==> config.mk <==
export PLATFORM = sky130hd
export DESIGN_NAME = fetch_stage
export DESIGN_NICKNAME = d
export VERILOG_FILES = /design/src/rtl/fetch_stage.sv
export SDC_FILE = /design/constraint.sdc
export NUM_CORES = 1
export LEC_CHECK = 0
export BUFFER_PORTS_ARGS = -buffer_cell sky130_fd_sc_hd__buf_2
export CAP_MARGIN = 20
export CELL_PAD_IN_SITES_DETAIL_PLACEMENT = 0
export CELL_PAD_IN_SITES_GLOBAL_PLACEMENT = 1
export CORE_MARGIN = 2
export CORE_UTILIZATION = 30
export DETAILED_ROUTE_END_ITERATION = 7
export GPL_ROUTABILITY_DRIVEN = 1
export PLACE_DENSITY_LB_ADDON = 0.1
export SLEW_MARGIN = 20
export SYNTH_ARGS = -nofsm -noshare
export SYNTH_HDL_FRONTEND = slang
export SYNTH_SLANG_ARGS = --single-unit
==> constraint.sdc <==
create_clock -name clock -period 3.2 [get_ports clock]
set_clock_uncertainty 0.1 [all_clocks]
set_input_delay 0.32 -clock clock [delete_from_list [all_inputs] [get_ports clock]]
set_output_delay 0.32 -clock clock [all_outputs]
set_load 0.02 [all_outputs]
==> src/rtl/fetch_stage.sv <==
// Instruction-fetch front end: owns the PC, fetches words over req/ack and
// hands {pc, instr, fault} to decode through a single-entry IF/ID register.
module fetch_stage #(
  parameter logic [63:0] RESET_PC  = 64'h0,
  parameter logic [31:0] NOP_INSTR = 32'h0000_0013,
  localparam int unsigned XLEN = 64,
  localparam int unsigned ILEN = 32
) (
  input  logic            clock,
  input  logic            reset_n,
  output logic            imem_req,
  output logic [XLEN-1:0] imem_addr,
  input  logic            imem_ack,
  input  logic [ILEN-1:0] imem_rdata,
  input  logic            imem_err,
  input  logic            redirect_valid,
  input  logic [XLEN-1:0] redirect_pc,
  input  logic            id_ready,
  output logic            if_valid,
  output logic [XLEN-1:0] if_pc,
  output logic [ILEN-1:0] if_instr,
  output logic            if_inv_addr
);

  typedef enum logic [1:0] {RUN, KILL, HALT} state_t;

  typedef struct packed {
    logic            valid;
    logic [XLEN-1:0] pc;
    logic [ILEN-1:0] instr;
    logic            inv_addr;
  } entry_t;

  state_t          state_q, state_d;
  logic [XLEN-1:0] pc_q, pc_d;
  logic [XLEN-1:0] kill_addr_q, kill_addr_d;
  entry_t          entry_q, entry_d;

  logic accept;
  logic aligned;

  assign accept  = !entry_q.valid || id_ready;
  assign aligned = (pc_q[1:0] == 2'b00);

  // A squashed request keeps presenting its original address until it is acked
  assign imem_addr = (state_q == KILL) ? kill_addr_q : pc_q;

  // Request only while out of reset; RUN holds the slot free so req stays stable
  always_comb begin
    imem_req = 1'b0;
    case (state_q)
      RUN:     imem_req = accept && aligned;
      KILL:    imem_req = 1'b1;
      default: imem_req = 1'b0;
    endcase
    imem_req = imem_req && reset_n;
  end

  // Next-state, PC and output-entry update; redirect overrides everything
  always_comb begin
    state_d     = state_q;
    pc_d        = pc_q;
    kill_addr_d = kill_addr_q;
    entry_d     = entry_q;

    if (entry_q.valid && id_ready) begin
      entry_d.valid = 1'b0;
    end

    if (redirect_valid) begin
      pc_d          = redirect_pc;
      entry_d.valid = 1'b0;
      if (imem_req && !imem_ack) begin
        state_d = KILL;
        if (state_q != KILL) begin
          kill_addr_d = pc_q;
        end
      end else begin
        state_d = RUN;
      end
    end else begin
      case (state_q)
        RUN: begin
          if (imem_req && imem_ack) begin
            entry_d.valid    = 1'b1;
            entry_d.pc       = pc_q;
            entry_d.instr    = imem_err ? NOP_INSTR : imem_rdata;
            entry_d.inv_addr = imem_err;
            if (imem_err) begin
              state_d = HALT;
            end else begin
              pc_d = pc_q + XLEN'(4);
            end
          end else if (accept && !aligned) begin
            entry_d.valid    = 1'b1;
            entry_d.pc       = pc_q;
            entry_d.instr    = NOP_INSTR;
            entry_d.inv_addr = 1'b1;
            state_d          = HALT;
          end
        end
        KILL: begin
          if (imem_ack) begin
            state_d = RUN;
          end
        end
        HALT:    state_d = HALT;
        default: state_d = RUN;
      endcase
    end
  end

  // State, PC and IF/ID register
  always_ff @(posedge clock or negedge reset_n) begin
    if (!reset_n) begin
      state_q     <= RUN;
      pc_q        <= RESET_PC;
      kill_addr_q <= '0;
      entry_q     <= '0;
    end else begin
      state_q     <= state_d;
      pc_q        <= pc_d;
      kill_addr_q <= kill_addr_d;
      entry_q     <= entry_d;
    end
  end

  assign if_valid    = entry_q.valid;
  assign if_pc       = entry_q.pc;
  assign if_instr    = entry_q.instr;
  assign if_inv_addr = entry_q.inv_addr;

endmodule

After elaboration in Yosys (flattened, before gate mapping)
Index checks and enable logic that the tools add are counted.

Logic and storage cells: 54. Flip-flop bits (word level): 228. Input port bits: 102.

Muxes and demuxes: 19. Bitwise operators: 1. Reductions and logical operators: 19. Add/subtract/negate cells: 1. Eq/ne operators: 7.

Operator list (count): $mux W64 (5); $mux W98 (3); $add A64 B3 Y64 const B (1); $mux W32 (1); $reduce_and A3 Y1 (4); $mux W2 (5); $ne A4 B4 Y1 const B (2); $logic_and A1 B1 Y1 (6); $pmux W2 S3 (1); $reduce_bool A2 Y1 (3); $logic_not A2 Y1 (2); $ne A2 B1 Y1 const B (2); $logic_not A1 Y1 (3); $mux W1 (3); $ne A3 B3 Y1 const B (1); $eq A2 B1 Y1 const B (1); $eq A2 B2 Y1 const B (1); $pmux W1 S2 (1); $logic_or A1 B1 Y1 (1); $not A1 Y1 (1).

Depth between registers and ports, before layout
Depth in word-level cells: 9. Depth in mapped cells: 7.

Worst setup path before layout
Ideal clock, no wire load.

Path type: flip-flop to flip-flop. From: reg pc_q[14]. To: reg pc_q[63]. Data required time: 3.018 ns. Buffers on the path: 2. Stages on the path, launching flop included: 8. Library setup time: 0.082 ns. Clock period less this slack: 2.547 ns. Arrival time: 2.365 ns. Slack: 0.653 ns. Cells stage by stage: dfrtp_1 > buf_4 > nand4_2 > or4_4 > or4_1 > buf_2 > or4_1 > a31oi_1.

Cells in the longest elaborated chain, start to end: 5.

RTL lines: from (decl) (line 35) `logic [XLEN-1:0] pc_q, pc_d;`; from (signal assigned) (line 122) `pc_q <= pc_d;`; $add A64 B3 Y64 (line 92) `pc_d = pc_q + XLEN'(4);`; $mux W64 (line 89) `if (imem_err) begin`; $mux W64 (line 84) `if (imem_req && imem_ack) begin`; $mux W64 (line 82) `case (state_q)`; $mux W64 (line 70) `if (redirect_valid) begin`.

No other way between the ends. The select of a mux whose other input is x is not followed. A chain may end at the register's enable or synchronous reset.

Worst setup path after layout
Ends and elaborated chain as after synthesis.

==> impl_metrics.toml <==
[outcome]
status = "complete, no violations"

[synthesis]
synth.most_common_cell = "dfrtp_1"
synthXorXnorAreaFrac = 0.01609
synth_adder_area_share = 0.001149
synth_top_cell_area_share = 0.5241
synth.cell_area_um2 = 10890
syn_avg_cell_area_um2 = 11.47
synth.area.mux_share = 0.1922
synth-compound-area-share = 0.09356
yosys.area_share.simple = 0.1420
synth_edf_count = 0
synth_nets = 1052
synth_cell_type_count = 50
async_flop_share = 1.000
synthCells = 949
yosys-top-cells-area = "dfrtp_1, mux2_2, a22o_1"
ys_top_cells_by_count = "dfrtp_1, mux2_2, clkbuf_1, nand2_1, nor2_1"
synth_ff_type = "dfrtp_1"
yosys_register_bits = 228
synth_warnings = 0
seq_area_frac_synth = 0.5241
synth_top_family_by_area = "multiplexers"
yosys.area.top_type = "dfrtp_1"

[global_route]
grt_use_total = 0.1896
grt_pass1_vias = 9267
grt_max_degree = 115
antenna_found_initial = 1
grt-ovfl-total = 0
grt_pass1_wl_mm = 55.81

[timing]
tightest_slew_ns = 0.9134
maxClockFrequency_mhz = 351.3
slew_viol_final = 0
relSlewSlack = 0.3855
period_share = 0.8894
hold_viol = 0
min_period_ns = 2.846
tns_ns = 0
whs_ns = 0.03058
setup_viol = 0
grt_setup_unrepaired = "false"
setup_slack_ns = 0.3538

[power_and_ir_drop]
internal_power_mw = 6.388
power_density_nw_per_um2 = 627.4
combPwrFrac = 0.238
p_sw_frac = 0.3095
irDropWorstVdd_mv = 0.3707
power_frac_seq = 0.428
clkPwrFrac = 0.334
leakage_nw = 6.373
p_switching_mw = 2.864
power.total_mw = 9.252

[floorplanning]
rows = 69
design.die.area_um2 = 37820
start_util = 0.3053
die_x_um = 194.5
coreArea_um2 = 35660
fp.dieH_um = 194.5
io_pins = 265

[critical_path]
cp_common_cell = "or4_1"
end_kind = "register"
arrival_ns = 3.20
setup.worst_path.start_class = "register"
slowest_delay_ns = 0.65
r2r_setup_slack_ns = 0.35
cp_slowest_cell = "or4_1"
cp_cell_sequence = "nand4_2 > or4_4 > or4_1 > or4_1 > a31oi_1"
crit_fanout = 9
criticalPathCategory = "reg -> reg"
cp_data_required_time_ns = 3.55

[clocking]
post_cts_buffers = 0
cts_sinks = 228
clk_pin_slew_ns = 0.06
cts_made_buffers = 28
insertion_delay_ns = 0.54
root_buffer = "clkbuf_16"
cts_hold_buf = 97
cts_tree = "done"
cts_buffer_depth = 3
htree_levels = 1
post_cts_resized = 0

[drt]
antenna_left = 0
drtIter0Drc = 496
dr.pass1.iters = 5
avgRoutedWirePerCell_um = 20.50
wl_mm = 36.58
drcViolationCount = 0
num_vias = 9044
vias_per_cell = 5.067

[placed_design]
io_buffers = 264
hpwl_mm = 25.72
gp_congestion = 0.7961
placed_cells = 1637
place_ws_ns = 0.3812
place_area_um2 = 12880

[final_layout]
drive_above_1_share = 0.4131
n_antenna_cell = 0
layout.cells.non_filler = 1785
num-fill-cells = 3497
areaGrowthSynthToFinish_pct = 35.48
final_util = 0.4136
fin_area_um2 = 14750
nets = 1406

[run]
drv_cap = 0

[worst_hold_path]
hp-class = "in -> reg"
cell families (layout without fill, tap and decap cells):
kind of cell,Yosys count,in the layout
AND/OR/NAND/NOR,277,277
flip-flops,228,228
multiplexers,186,186
AO/OA/AOI/OAI,151,151
buffers and inverters,86,461
XOR/XNOR,20,20
adder cells (fa/ha/maj),1,1
state kept, by name, indices dropped and copies added, names as in the netlist:
name         count
if_inv_addr      1
state_q          2
if_instr        32
kill_addr_q     64
if_valid         1
pc_q            64
if_pc           64
critical path, delay by kind of cell, from the launching register on:
kind | cells | cell delay [ns]
AND/OR/NAND/NOR | 4 | 1.99
flip-flops | 1 | 0.49
AO/OA/AOI/OAI | 1 | 0.17
cells in the final DEF (no fill, tap or decap), types with 17 or more instances in the layout:
cell / count
dlygate4sd3_1: 97
nor2_1: 51
mux2_2: 184
o31ai_1: 22
nor4_1: 17
buf_2: 263
o21ai_0: 43
nand4_1: 36
nand3_1: 19
clkbuf_16: 29
dfrtp_1: 228
a22o_1: 29
nand2_1: 57
a31oi_1: 39
buf_4: 34
or4_1: 29
layout make-up:
type                            instances  area, µm²  share of cell area
Multi-Input combinational cell        635       4870              0.3302
Inverter                               10      37.54            0.002545
Timing Repair Buffer                  400       2658              0.1802
Clock buffer                           44      862.1             0.05845
Tap cell                              461      576.8             0.03911
Sequential cell                       228       5705              0.3869
Clock inverter                          7      38.79            0.002630
layer usage:
layer	track usage	share of wire	routed length (µm)
met1	0.2610	0.46	16890
met2	0.3145	0.47	17140
met3	0.03349	0.056	2050
met4	0.03647	0.013	493
met5	0	0.00030	11
worst paths after layout:
check | cells after the start | endpoint | start
hold / removal | 3 | pc_q[63]$_DFFE_PN0P_ | redirect_pc[63]
min in group asynchronous | 2 | pc_q[50]$_DFFE_PN0P_ | reset_n
setup reg to reg | 5 | pc_q[63]$_DFFE_PN0P_ | pc_q[14]$_DFFE_PN0P_
max in group asynchronous | 4 | if_pc[14]$_DFFE_PN0P_ | reset_n
setup / recovery | 5 | pc_q[63]$_DFFE_PN0P_ | pc_q[14]$_DFFE_PN0P_
hold reg to reg | 1 | if_instr[18]$_DFFE_PN0P_ | if_instr[18]$_DFFE_PN0P_
power groups by stage:
stage | Sequential, mW | Clock [mW] | Combinational (mW)
floorplan | 4.24 | 0 | 1.02
global placement | 4.00 | 0 | 2.12
detailed placement | 4.02 | 0 | 2.14
CTS | 3.97 | 3.21 | 2.24
global route | 4.07 | 3.31 | 2.37
finish | 3.96 | 3.09 | 2.20
(Power assumes the default switching activity.)
